<file path="config.mk">
export PLATFORM = sky130hd
export DESIGN_NAME = atm_multi_account
export DESIGN_NICKNAME = d
export VERILOG_FILES = /design/src/rtl/atm_multi_account.sv
export SDC_FILE = /design/constraint.sdc
export NUM_CORES = 1
export LEC_CHECK = 0
export BUFFER_PORTS_ARGS = -buffer_cell sky130_fd_sc_hd__buf_2
export CAP_MARGIN = 20
export CORE_UTILIZATION = 59
export DETAILED_ROUTE_END_ITERATION = 8
export HOLD_SLACK_MARGIN = 0.06
export PLACE_DENSITY = 0.81
export REMOVE_ABC_BUFFERS = 1
export SLEW_MARGIN = 20
export SYNTH_ARGS = -nofsm -noshare
export SYNTH_HDL_FRONTEND = slang
export SYNTH_SLANG_ARGS = --single-unit
</file>
<file path="constraint.sdc">
create_clock -name clk -period 4.9 [get_ports clk]
set_input_delay 0.735 -clock clk [delete_from_list [all_inputs] [get_ports clk]]
set_output_delay 0.735 -clock clk [all_outputs]
set_load 0.05 [all_outputs]
</file>
<file path="src/rtl/atm_multi_account.sv">
// rtl/atm_multi_account.sv - multi-account ATM controller
// Per-account PIN, balance, wrong-PIN lockout, idle timeout and error reporting.
module atm_multi_account #(
  parameter int NUM_ACCOUNTS   = 4,
  parameter int PIN_W          = 16,
  parameter int AMT_W          = 14,
  parameter logic [NUM_ACCOUNTS*PIN_W-1:0] PIN_TABLE =
    {16'h3333, 16'h2222, 16'h1111, 16'h9284},
  parameter int INIT_BALANCE   = 5000,
  parameter int ATM_OUT_LIMIT  = 10000,
  parameter int MAX_TRIES      = 3,
  parameter int TIMEOUT_CYCLES = 1000,
  localparam int AIDX_W = (NUM_ACCOUNTS > 1) ? $clog2(NUM_ACCOUNTS) : 1,
  localparam int CID_W  = AIDX_W + 1
) (
  input  logic             clk,
  input  logic             rst,
  input  logic             cancel,
  input  logic             next,
  input  logic [CID_W-1:0] card_id,
  input  logic [PIN_W-1:0] pin,
  input  logic [AMT_W-1:0] cash_in,
  output logic             success,
  output logic [AMT_W-1:0] cash_out,
  output logic [2:0]       state_display,
  output logic [2:0]       err_code,
  output logic [AMT_W-1:0] balance_out
);

  localparam int TRY_W  = $clog2(MAX_TRIES + 1);
  localparam int IDLE_W = $clog2(TIMEOUT_CYCLES + 1);

  typedef enum logic [2:0] {
    S_SCAN_CARD      = 3'd0,
    S_CHECK_PIN      = 3'd1,
    S_WITHDRAW_AMT   = 3'd2,
    S_VERIFY_BALANCE = 3'd3,
    S_DISPENSE       = 3'd4,
    S_REJECT         = 3'd5
  } state_t;

  state_t             state_q, state_d;
  logic               next_prev_q;
  logic [2:0]         err_q, err_d;
  logic [CID_W-1:0]   card_q, card_d;
  logic [AMT_W-1:0]   amt_q, amt_d;
  logic [AMT_W-1:0]   bal_q [NUM_ACCOUNTS];
  logic [AMT_W-1:0]   bal_d [NUM_ACCOUNTS];
  logic [TRY_W-1:0]   tries_q [NUM_ACCOUNTS];
  logic [TRY_W-1:0]   tries_d [NUM_ACCOUNTS];
  logic [NUM_ACCOUNTS-1:0] locked_q, locked_d;
  logic [IDLE_W-1:0]  idle_q, idle_d;

  logic               nxt_edge;
  logic               idle_active;
  logic               timeout;
  logic [IDLE_W-1:0]  idle_inc;
  logic [AIDX_W-1:0]  cidx;
  logic [AIDX_W-1:0]  scan_idx;
  logic [TRY_W-1:0]   tries_inc;
  logic               card_valid;

  assign nxt_edge    = next & ~next_prev_q;
  assign cidx        = card_q[AIDX_W-1:0];
  assign scan_idx    = card_id[AIDX_W-1:0];
  assign card_valid  = card_q < CID_W'(NUM_ACCOUNTS);
  assign idle_active = (state_q == S_CHECK_PIN) || (state_q == S_WITHDRAW_AMT) ||
                       (state_q == S_DISPENSE)  || (state_q == S_REJECT);
  assign idle_inc    = idle_active ? idle_q + 1'b1 : '0;
  assign timeout     = idle_active && (idle_inc == IDLE_W'(TIMEOUT_CYCLES));
  assign tries_inc   = tries_q[cidx] + 1'b1;

  always_comb begin
    state_d  = state_q;
    err_d    = err_q;
    card_d   = card_q;
    amt_d    = amt_q;
    bal_d    = bal_q;
    tries_d  = tries_q;
    locked_d = locked_q;

    if (cancel) begin
      state_d = S_SCAN_CARD;
      err_d   = 3'd0;
    end else if (timeout) begin
      state_d = S_SCAN_CARD;
      err_d   = 3'd6;
    end else begin
      case (state_q)
        S_SCAN_CARD: if (nxt_edge) begin
          card_d = card_id;
          if (card_id >= CID_W'(NUM_ACCOUNTS)) begin
            state_d = S_REJECT;
            err_d   = 3'd1;
          end else if (locked_q[scan_idx]) begin
            state_d = S_REJECT;
            err_d   = 3'd2;
          end else begin
            state_d = S_CHECK_PIN;
            err_d   = 3'd0;
          end
        end
        S_CHECK_PIN: if (nxt_edge) begin
          if (pin == PIN_TABLE[int'(cidx)*PIN_W +: PIN_W]) begin
            tries_d[cidx] = '0;
            state_d       = S_WITHDRAW_AMT;
            err_d         = 3'd0;
          end else begin
            tries_d[cidx] = tries_inc;
            if (tries_inc >= TRY_W'(MAX_TRIES)) begin
              locked_d[cidx] = 1'b1;
              state_d        = S_REJECT;
              err_d          = 3'd2;
            end else begin
              err_d = 3'd3;
            end
          end
        end
        S_WITHDRAW_AMT: if (nxt_edge) begin
          if (cash_in == '0 || cash_in > AMT_W'(ATM_OUT_LIMIT)) begin
            err_d = 3'd4;
          end else begin
            amt_d   = cash_in;
            state_d = S_VERIFY_BALANCE;
            err_d   = 3'd0;
          end
        end
        S_VERIFY_BALANCE: begin
          if (amt_q <= bal_q[cidx]) begin
            bal_d[cidx] = bal_q[cidx] - amt_q;
            state_d     = S_DISPENSE;
          end else begin
            state_d = S_REJECT;
            err_d   = 3'd5;
          end
        end
        S_DISPENSE: if (nxt_edge) state_d = S_SCAN_CARD;
        S_REJECT: if (nxt_edge) begin
          state_d = S_SCAN_CARD;
          err_d   = 3'd0;
        end
        default: state_d = S_SCAN_CARD;
      endcase
    end

    // The idle counter restarts on any state change or user step.
    idle_d = (state_d != state_q || nxt_edge) ? '0 : idle_inc;
  end

  always_ff @(posedge clk) begin
    if (rst) begin
      state_q     <= S_SCAN_CARD;
      next_prev_q <= 1'b0;
      err_q       <= 3'd0;
      card_q      <= '0;
      amt_q       <= '0;
      locked_q    <= '0;
      idle_q      <= '0;
      for (int k = 0; k < NUM_ACCOUNTS; k++) begin
        bal_q[k]   <= AMT_W'(INIT_BALANCE);
        tries_q[k] <= '0;
      end
    end else begin
      state_q     <= state_d;
      next_prev_q <= next;
      err_q       <= err_d;
      card_q      <= card_d;
      amt_q       <= amt_d;
      locked_q    <= locked_d;
      idle_q      <= idle_d;
      bal_q       <= bal_d;
      tries_q     <= tries_d;
    end
  end

  assign success       = (state_q == S_DISPENSE);
  assign cash_out      = success ? amt_q : '0;
  assign state_display = state_q;
  assign err_code      = err_q;
  assign balance_out   = (card_valid && state_q >= S_WITHDRAW_AMT && state_q <= S_REJECT)
                         ? bal_q[cidx] : '0;

endmodule
</file>
Word level (Yosys, flattened, before mapping)
Cells that the tools add are included.
{ "word_totals": {"reg_bits": 102, "inputBits": 37, "output_inout_bits": 35, "word_cells": 130} }
{ "op_classes": {"addsub": 3, "magnitude_cmp": 12, "eq_ne": 18, "n_shift": 1, "n_mux": 45, "bitwise_logic": 10, "reduce_logical": 25} }
{ "ops": {"columns": ["operator", "count"], "rows": [
  ["$mux W14", 5],
  ["$shiftx A64 B7 Y16 const A", 1],
  ["$bwmux W56", 1],
  ["$mux W3", 18],
  ["$pmux W3 S5", 2],
  ["$bmux W14 S2", 1],
  ["$demux W14 S2", 1],
  ["$reduce_and A6 Y1", 3],
  ["$eq A16 B16 Y1", 1],
  ["$ne A3 B3 Y1 const B", 5],
  ["$gt A14 B14 Y1 const B", 1],
  ["$le A14 B14 Y1", 1],
  ["$logic_not A14 Y1", 1],
  ["$sub A14 B14 Y14", 1],
  ["$mux W2", 6],
  ["$reduce_and A4 Y1", 3],
  ["$add A10 B1 Y10 const B", 1],
  ["$eq A10 B10 Y1 const B", 1],
  ["$mux W10", 1],
  ["$ne A2 B2 Y1 const B", 5],
  ["$and A8 B8 Y8", 1],
  ["$bwmux W8", 1],
  ["$mux W8", 1],
  ["$not A8 Y8", 1],
  ["other kinds (30)", 51]
]} }

Depth between registers and ports, before layout
Gate-level depths: netlist of run 1.
{ "depth": {"ltp_word": 15, "depth_mapped": 16, "ltp_nobuf": 11} }

Worst setup path before layout of run 1
No wires, ideal clock.
{ "synth_timing": {"kind": "reg-to-reg", "startpoint": "reg card_q[0]", "endpoint": "reg bal_q[17] (netlist bit)", "setup_ps": 120, "arrival_time_ps": 4355, "required_time_ps": 4780, "slack_ps": 426, "path_stages_with_launch": 16, "path_buffers": 5, "period_less_slack_ps": 4474, "cell_sequence": "dfxtp_1 > buf_1 > buf_1 > clkbuf_1 > mux4_2 > inv_1 > ha_1 > fa_1 > nand2b_1 > a211oi_2 > o41ai_1 > a21oi_1 > or4b_4 > buf_6 > buf_6 > a211o_1"} }
{ "synth_via": {"elab_chain_len": 6, "word_cells_on_any_way": 13, "cone_classes": "add/sub (1); order compare (3); mux (6); bitwise (1); reduce/logical (2)"} }
{ "synth_lines": {"columns": ["element", "line_no", "text"], "rows": [
  ["start, declared", "45", "logic [CID_W-1:0] card_q, card_d;"],
  ["start signal, assigned", "167", "card_q <= card_d;"],
  ["$not A2 Y3 (not written as such) (*)", "129, 130", null],
  ["$bmux W14 S2 (tied with other cells)", "129, 130", null],
  ["$mux W14 (not written as such) or $logic_and A1 B1 Y1 (tied branches)", "129, 130", null],
  ["$mux W14, on equally long branches", "129, 130", null],
  ["$sub A14 B14 Y14 (tied with other cells)", "130", "bal_d[cidx] = bal_q[cidx] - amt_q;"],
  ["$bwmux W56 or $reduce_and A4 Y1 (tied branches)", null, null],
  ["end signal, assigned by index", "160", "bal_q[k] <= AMT_W'(INIT_BALANCE);"],
  ["end signal, assigned", "171", "bal_q <= bal_d;"],
  ["end, declared", "47", "logic [AMT_W-1:0] bal_q [NUM_ACCOUNTS];"]
]} }
Mark *: on every way between the ends. The rest lies on a longest branch, timed or not. The select of a mux whose other input is x is not followed.
A chain may end at the register's enable or synchronous reset.

Final worst setup path of run 1
{ "layout_timing": {"startpoint": "reg card_q[0]", "endpoint": "reg bal_q[43] (netlist bit)"} }
The elaborated chain is that of the path after synthesis.

==> flow_summary.json, run 1 <==
{
  "worst-setup-path-type": "reg -> reg",
  "critPathMaxStageDelay_ns": 0.87,
  "critPathMaxFanout": 19,
  "clk_latency_ns": 0.37,
  "area_growth_pct": 11.0,
  "layout_commonest_cell": "dfxtp_1",
  "period_share_pct": 89.8,
  "via_per_inst": 6.01,
  "grt_overflow_total": 0,
  "hpwl_um": 10400,
  "p_leak_nw": 2.68,
  "wire_per_inst_um": 17.0,
  "startpoint": "card_q[0]$_SDFFE_PP0P_",
  "slew_violations": 0,
  "synth_area_sq_mm": 0.00589,
  "nets": 759,
  "period_needed_ns": 4.40,
  "post-place-ws_ns": 0.570,
  "synth_top_area_share_pct": 34.7,
  "gp_congestion": 0.879,
  "status": "finished clean",
  "htree_levels": 3,
  "total_power_mw": 1.56,
  "r2r-start": "card_q[0]$_SDFFE_PP0P_",
  "die_w_um": 102,
  "cp.arrival_ns": 4.70,
  "finalSetupViolCount": 0,
  "wirelength_um": 14300,
  "die_area_sq_mm": 0.0104,
  "clock_sinks": 102,
  "fin_tns_setup_ns": 0,
  "synth_edf_count": 0,
  "rr_worst_depth": 10,
  "n_antenna_cell": 0,
  "worst_pin_slew_ns": 1.13,
  "ys_seq_area_share_pct": 34.7,
  "synthFlopType": "dfxtp_1",
  "yosysTopAreaCell": "dfxtp_1",
  "clk_transition_reported_paths_ns": 0.10,
  "rsz0062_at_grt": "no",
  "coreArea_sq_mm": 0.00973,
  "synth_area_leaders": "dfxtp_1 35%, mux2i_1 7.3%, mux4_2 6.5%",
  "reg2reg_slack_ns": 0.50,
  "clockBufferDepth": 2,
  "crit_chain": "buf_4 -> mux4_2 -> ha_1 -> nand4_1 -> nor3_1 -> a2111oi_0 -> a21oi_1 -> nand4b_2 -> or2_2 -> a21oi_1",
  "relSlewSlack_pct": 24.3,
  "drive_gt1_share_pct": 22.0,
  "initial_utilization_pct": 60.5,
  "cts_resized": 0,
  "timing.fmax_mhz": 227,
  "ant_nets": 0,
  "crit_slowest_cell": "dfxtp_1",
  "grt_max_degree": 42,
  "whs_endpoint": "bal_q[0]$_SDFFE_PP0P_",
  "antenna_found_initial": 0,
  "ir_worst_vdd_v": 0.000165,
  "ios": 72,
  "power_density_mw_per_mm2": 238,
  "cts_buffers": 9,
  "first_pass_iters": 5,
  "cp-end-kind": "register",
  "synth.avg_cell_area_sq_um": 9.08,
  "vias": 5070,
  "worstPathRequired_ns": 5.20,
  "die_h_um": 102,
  "drc": 0,
  "yosysWarnings": 0,
  "cts_tree": "yes",
  "ys_ff_latch": 102,
  "post-route-util_pct": 67.2,
  "holdBufCountCts": 0,
  "hold_class": "reg -> reg",
  "reg2reg_to": "bal_q[43]$_SDFFE_PP0P_",
  "fin_ws_ns": 0.500,
  "min_path_cells": 2,
  "hold_viol_final": 0,
  "track_usage_pct": 28.1,
  "startpoint_type": "register",
  "syn_inst": 648,
  "fin_skew_ns": 0.0180,
  "port_buffers": 71,
  "synth_cell_types": 70,
  "rows": 36,
  "async_flop_share_pct": 0,
  "final_cell_mix": "102 x dfxtp_1, 83 x nor2_1, 71 x buf_2",
  "drtIter0Drc": 394,
  "cts_setup_buffers": 0,
  "hold_start": "bal_q[0]$_SDFFE_PP0P_",
  "clockRootBuffer": "clkbuf_8",
  "grt_first_pass_wirelength_um": 22800,
  "grt_pass1_vias": 4593,
  "crit_top_cell": "a21oi_1",
  "maxCapViolations": 0,
  "timing.hold.ws_ns": 0.463
}
==> where the power goes <==
group / switching, mW / internal [mW] / leakage (nW) / total (mW)
sequential: 0.00837 / 0.831 / 0.823 / 0.840
combinational: 0.0718 / 0.0406 / 1.74 / 0.112
clock: 0.289 / 0.316 / 0.116 / 0.605
==> cell families (layout without fill, tap and decap cells) <==
kind of cell,Yosys count,after routing,share of synthesized area (%)
adder cells (fa/ha/maj),17,17,3.74
AND/OR/NAND/NOR,266,266,24.0
multiplexers,72,72,16.1
XOR/XNOR,20,20,2.98
buffers and inverters,62,124,4.59
AO/OA/AOI/OAI,109,109,13.9
flip-flops,102,102,34.7
==> worst max-delay path, delay by kind of cell, from the launching register on <==
family / cells / cell delay, ns
and+or+nand+nor: 4 / 1.72
AOI/OAI and AO/OA: 3 / 0.73
adders and majority gates: 1 / 0.40
muxes: 1 / 0.33
DFF: 1 / 0.87
buffers and inverters: 1 / 0.28
==> final cells by class <==
type | instances | area, sq um
multi-input combinational | 484 | 3570
inverter | 30 | 113
sequential | 102 | 2040
fill | 795 | 3190
tap | 133 | 166
clock buffer | 11 | 151
clock inverter | 5 | 81.3
timing repair buffer | 78 | 408
==> cells in the mapped netlist, types with 4 or more instances <==
master and number:
a211o_1 11, nand3_1 15, o32ai_1 4, clkbuf_1 19
o31ai_1 6, xnor2_1 16, nand4_1 5, mux2i_1 43
nor4_1 5, or2_2 12, nor2b_1 25, dfxtp_1 102
nand2b_1 14, mux4_2 17, mux2_2 12, nand3b_1 5
ha_1 16, inv_1 30, nor2_1 83, nor3_1 15
and3_1 15, a21o_1 4, buf_6 4, o21ai_0 10
nand2_1 33, or3_1 4, buf_2 6, a21oi_1 29
xor2_1 4, a211oi_1 6, and2_1 16
==> worst max path at each step <==
stage               slack [ns]                      to
global placement          0.70  bal_q[29]$_SDFFE_PP0P_
detailed placement        0.57  bal_q[28]$_SDFFE_PP0P_
finish                    0.50  bal_q[43]$_SDFFE_PP0P_
floorplan                 0.92  bal_q[14]$_SDFFE_PP0P_
global route              0.18  bal_q[28]$_SDFFE_PP0P_
CTS                       0.56  bal_q[28]$_SDFFE_PP0P_
==> per-layer routing <==
metal | share of wire (%) | GRT usage [%]
met5 | 0 | 0
met4 | 1.9 | 7.14
met3 | 5.6 | 4.92
met2 | 48 | 46.6
met1 | 45 | 38.3
==> per-stage QoR <==
| step | instances | cell area (sq um) |
|---|---|---|
| finish | 843 | 6540 |
| floorplan | 616 | 5730 |
| global route | 843 | 6540 |
| detailed placement | 827 | 6300 |
| global placement | 827 | 6300 |
| CTS | 843 | 6540 |
==> state kept, by name (all words and copies together), names as in the netlist <==
| register | cells |
|---|---|
| idle_q | 10 |
| card_q | 3 |
| amt_q | 14 |
| bal_q | 56 |
| tries_q | 8 |
| err_code | 3 |
| locked_q | 4 |
| state_display | 3 |
| next_prev_q | 1 |
(Power assumes the default switching activity.)
==> run 2, diff against run 1 <==
- CAP_MARGIN: 20 -> unset
- CORE_UTILIZATION: 59 -> 60
- PLACE_DENSITY: 0.81 -> 0.82
- clock period: 4.9 -> 5.6 ns (I/O delays scaled with it)
==> flow_summary.json, run 2 (synthesized netlist as in run 1, its figures left out) <==
{
  "status": "finished clean",
  "grt_pass1_vias": 4985,
  "clockBufferDepth": 2,
  "clockRootBuffer": "clkbuf_8",
  "hold_viol_final": 0,
  "die_area_sq_mm": 0.0102,
  "fin_tns_setup_ns": 0,
  "relSlewSlack_pct": 28.4,
  "drtIter0Drc": 307,
  "crit_top_cell": "a21oi_1",
  "multi_input_area_sq_mm": 0.00357,
  "coreArea_sq_mm": 0.00937,
  "cts_setup_buffers": 0,
  "r2r-start": "card_q[1]$_SDFFE_PP0P_",
  "fin_skew_ns": 0.0122,
  "largest-register": "bal_q",
  "cp.depth": 10,
  "area_growth_pct": 10.3,
  "cp.arrival_ns": 4.76,
  "period_share_pct": 79.8,
  "period_needed_ns": 4.47,
  "stdcell_count": 838,
  "htree_levels": 3,
  "layout_commonest_cell": "dfxtp_1",
  "port_buffers": 71,
  "clock_sinks": 102,
  "power_density_mw_per_mm2": 201,
  "drc": 0,
  "die_h_um": 101,
  "n_antenna_cell": 0,
  "startpoint_type": "register",
  "largest_reg_flops": 56,
  "critical_path.top_delay_family": "simple AND/OR/NAND/NOR gates",
  "worstPathRequired_ns": 5.90,
  "first_pass_iters": 8,
  "ant_nets": 0,
  "ff_latch_area_sq_mm": 0.00204,
  "nets": 758,
  "rsz0062_at_grt": "no",
  "post-place-cells": 822,
  "hold_class": "reg -> reg",
  "grt_overflow_total": 0,
  "die_w_um": 101,
  "fillCellCount": 802,
  "cp-end-kind": "register",
  "reg.largest.list": "bal_q: 56 flops, amt_q: 14 flops, idle_q: 10 flops",
  "grt_first_pass_wirelength_um": 24000,
  "holdBufCountCts": 0,
  "path_buf_inv": 1,
  "cts_tree": "yes",
  "timing.hold.ws_ns": 0.471,
  "via_per_inst": 6.12,
  "clk_latency_ns": 0.37,
  "clk_transition_reported_paths_ns": 0.11,
  "crit_slowest_cell": "dfxtp_1",
  "rows": 35,
  "gp_congestion": 0.889,
  "track_usage_pct": 30.1,
  "worst-setup-path-type": "reg -> reg",
  "slew_violations": 0,
  "maxCapViolations": 0,
  "worstSetupEndpoint": "bal_q[29]$_SDFFE_PP0P_",
  "reg2reg_to": "bal_q[29]$_SDFFE_PP0P_",
  "wirelength_um": 14700,
  "hpwl_um": 10800,
  "startpoint": "card_q[1]$_SDFFE_PP0P_",
  "ios": 72,
  "timing.fmax_mhz": 224,
  "critPathMaxStageDelay_ns": 0.74,
  "cts_buffers": 9,
  "vias": 5132,
  "p_leak_nw": 2.66,
  "crit_chain": "buf_4 -> mux4_2 -> ha_1 -> nand2b_1 -> a211oi_2 -> o41ai_1 -> a21oi_1 -> nand4b_2 -> or2_2 -> a21oi_1",
  "cts_resized": 0,
  "final_cell_mix": "102 x dfxtp_1, 83 x nor2_1, 71 x buf_2",
  "initial_utilization_pct": 62.8,
  "finalSetupViolCount": 0,
  "worst_pin_slew_ns": 1.07,
  "rr_worst_depth": 10,
  "drive_gt1_share_pct": 21.9,
  "critPathMaxFanout": 19,
  "grt_max_degree": 61,
  "wire_per_inst_um": 17.5,
  "ir_worst_vdd_v": 0.000139,
  "antenna_found_initial": 0,
  "reg2reg_slack_ns": 1.13
}
-- run 2: through the flow --
stage | instance area (sq um) | power, mW | util [%] | worst slack, ns
3_5_place_dp | 6290 | 0.850 | 67.1 | 1.22
5_1_grt | 6490 | 1.35 | 69.3 | 0.898
6_report | 6490 | 1.30 | 69.3 | 1.13
3_3_place_gp | 6290 | 0.847 | 67.1 | 1.36
2_1_floorplan | 5730 | 0.802 | - | 1.62
4_1_cts | 6490 | 1.31 | 69.3 | 1.19
-- run 2: layout make-up --
cell class,instances,share of cell area [%]
multi-input cells,484,55.1
flip-flops and latches,102,31.5
repair buffers,77,6.17
well taps,129,2.49
clock buffers,10,2.12
inverters,30,1.73
clock inverters,6,0.964
-- run 2: worst min-delay path by stage --
stage,startpoint,endpoint,slack [ns],depth (start not counted)
2_1_floorplan,bal_q[28]$_SDFFE_PP0P_,bal_q[28]$_SDFFE_PP0P_,0.43,2
3_3_place_gp,bal_q[40]$_SDFFE_PP1P_,bal_q[40]$_SDFFE_PP1P_,0.44,1
3_5_place_dp,bal_q[51]$_SDFFE_PP1P_,bal_q[51]$_SDFFE_PP1P_,0.45,1
4_1_cts,bal_q[15]$_SDFFE_PP0P_,bal_q[15]$_SDFFE_PP0P_,0.47,2
5_1_grt,bal_q[29]$_SDFFE_PP0P_,bal_q[29]$_SDFFE_PP0P_,0.49,2
6_report,bal_q[42]$_SDFFE_PP0P_,bal_q[42]$_SDFFE_PP0P_,0.47,2
-- run 2: where the power goes --
group	internal (mW)	switching (mW)	total, mW
Combinational	0.0357	0.0631	0.0988
Sequential	0.728	0.00789	0.736
Clock	0.185	0.283	0.468
Total	0.949	0.354	1.30
-- run 2: tightest hold or removal path, cell delays in order, from the launching register on --
cell and delay (ns):
dfxtp_1 0.33, nand2_1 0.06, a21oi_1 0.05
-- run 2: metal layers --
layer  up-vias  routed length [um]  global-route usage [%]
li1       2430                   -                       -
met1      2483                6350                    39.7
met2       201                6940                    50.0
met3        18                1180                    6.31
met4         0                 223                    7.80
met5         -                   0                       0
==> run 3, diff against run 2 <==
- CORE_UTILIZATION: 60 -> 53
- PLACE_DENSITY: 0.82 -> 0.77
- clock period: 5.6 -> 3.8 ns (I/O delays scaled with it)
==> flow_summary.json, run 3 (synthesized netlist as in run 1, its figures left out) <==
{
  "ant_nets": 0,
  "drtIter0Drc": 314,
  "critPathMaxFanout": 32,
  "stdcell_count": 858,
  "timing.hold.ws_ns": 0.413,
  "finalSetupViolCount": 0,
  "holdBufCountCts": 0,
  "multi_input_area_sq_mm": 0.00359,
  "largest-register": "bal_q",
  "p_leak_nw": 2.72,
  "layout_commonest_cell": "dfxtp_1",
  "total_power_mw": 1.96,
  "period_needed_ns": 3.56,
  "clock_sinks": 102,
  "n_antenna_cell": 0,
  "gp_congestion": 0.897,
  "grt_first_pass_wirelength_um": 24100,
  "clk_transition_reported_paths_ns": 0.11,
  "fillCellCount": 925,
  "cts_resized": 0,
  "status": "finished with violations",
  "ios": 72,
  "die_w_um": 107,
  "grt_overflow_total": 0,
  "wirelength_um": 14700,
  "wl_met3_um": 806,
  "wire_per_inst_um": 17.1,
  "drive_gt1_share_pct": 23.3,
  "hold_viol_final": 0,
  "hpwl_um": 10800,
  "timing.fmax_mhz": 281,
  "nets": 767,
  "grt_max_degree": 55,
  "slew_violations": 0,
  "cts_setup_buffers": 0,
  "relSlewSlack_pct": 36.3,
  "reg.largest.list": "bal_q: 56 flops, amt_q: 14 flops, idle_q: 10 flops",
  "die_area_sq_mm": 0.0115,
  "coreArea_sq_mm": 0.0108,
  "largest_reg_flops": 56,
  "final_cell_mix": "101 x dfxtp_1, 83 x nor2_1, 71 x buf_2",
  "wl_met2_um": 6890,
  "worst_pin_slew_ns": 0.951,
  "power_density_mw_per_mm2": 296,
  "worstPathRequired_ns": 4.11,
  "clockBufferDepth": 2,
  "cts_tree": "yes",
  "htree_levels": 3,
  "drc": 1,
  "ir_worst_vdd_v": 0.000164,
  "post-route-util_pct": 61.1,
  "fin_skew_ns": 0.0105,
  "cp.arrival_ns": 3.87,
  "rows": 38,
  "wirelength_met1_um": 6550,
  "first_pass_iters": 7,
  "die_h_um": 107,
  "fin_tns_setup_ns": 0,
  "area_growth_pct": 12.6,
  "clockRootBuffer": "clkbuf_8",
  "cts_buffers": 9,
  "clk_latency_ns": 0.37,
  "port_buffers": 71,
  "initial_utilization_pct": 54.3,
  "post-place-cells": 842,
  "rsz0062_at_grt": "no",
  "cp-end-kind": "register",
  "via_per_inst": 6.05,
  "grt_pass1_vias": 4879,
  "hold_class": "in -> reg",
  "violations": "DRC",
  "ff_latch_area_sq_mm": 0.00204,
  "period_share_pct": 93.8,
  "maxCapViolations": 0,
  "worst-setup-path-type": "reg -> reg",
  "vias": 5195,
  "startpoint_type": "register",
  "antenna_found_initial": 0,
  "track_usage_pct": 26.5,
  "highest_layer": "met4"
}
==> run 3: report_power, final <==
group	internal, mW	switching [mW]	total, mW
sequential	1.07	0.00710	1.08
combinational	0.0553	0.0974	0.153
clock	0.322	0.407	0.729
==> run 3: cell type report <==
type,count,area share [%]
multi-input cells,484,54.1
flip-flops and latches,102,30.8
repair buffers,86,7.44
well taps,140,2.64
clock buffers,9,1.87
inverters,30,1.70
clock inverters,7,1.38
==> run 3: path summary, 6_finish.rpt <==
path                          startpoint                       end  slack, ns  depth (start not counted)
hold reg to reg   bal_q[14]$_SDFFE_PP0P_    bal_q[14]$_SDFFE_PP0P_       0.46                          2
hold / removal                    cancel  err_code[2]$_SDFFE_PP0P_       0.41                          2
setup reg to reg  card_q[0]$_SDFFE_PP0P_    bal_q[15]$_SDFFE_PP0P_       0.24                         10
setup / recovery  card_q[0]$_SDFFE_PP0P_    bal_q[15]$_SDFFE_PP0P_       0.24                         10
==> run 3: critical path, stage by stage, from the launching register on <==
cell,delay (ns)
dfxtp_1,0.38
buf_12,0.23
mux4_2,0.56
ha_1,0.39
nand4_1,0.19
a211oi_2,0.25
o41ai_2,0.14
a21oi_1,0.22
or4b_4,0.67
or2_2,0.34
a21oi_1,0.11
==> run 3: stage by stage <==
step	worst slack [ns]	cell area [sq um]
2_1_floorplan	-0.179	5730
3_3_place_gp	0.220	6400
3_5_place_dp	0.110	6400
4_1_cts	0.0511	6610
5_1_grt	0.00585	6630
6_report	0.237	6630
==> run 3: routing by layer <==
layer / vias to the layer above / track usage [%]
li1: 2453 / -
met1: 2507 / 35.2
met2: 198 / 43.2
met3: 37 / 3.39
met4: 0 / 11.7
met5: - / 0
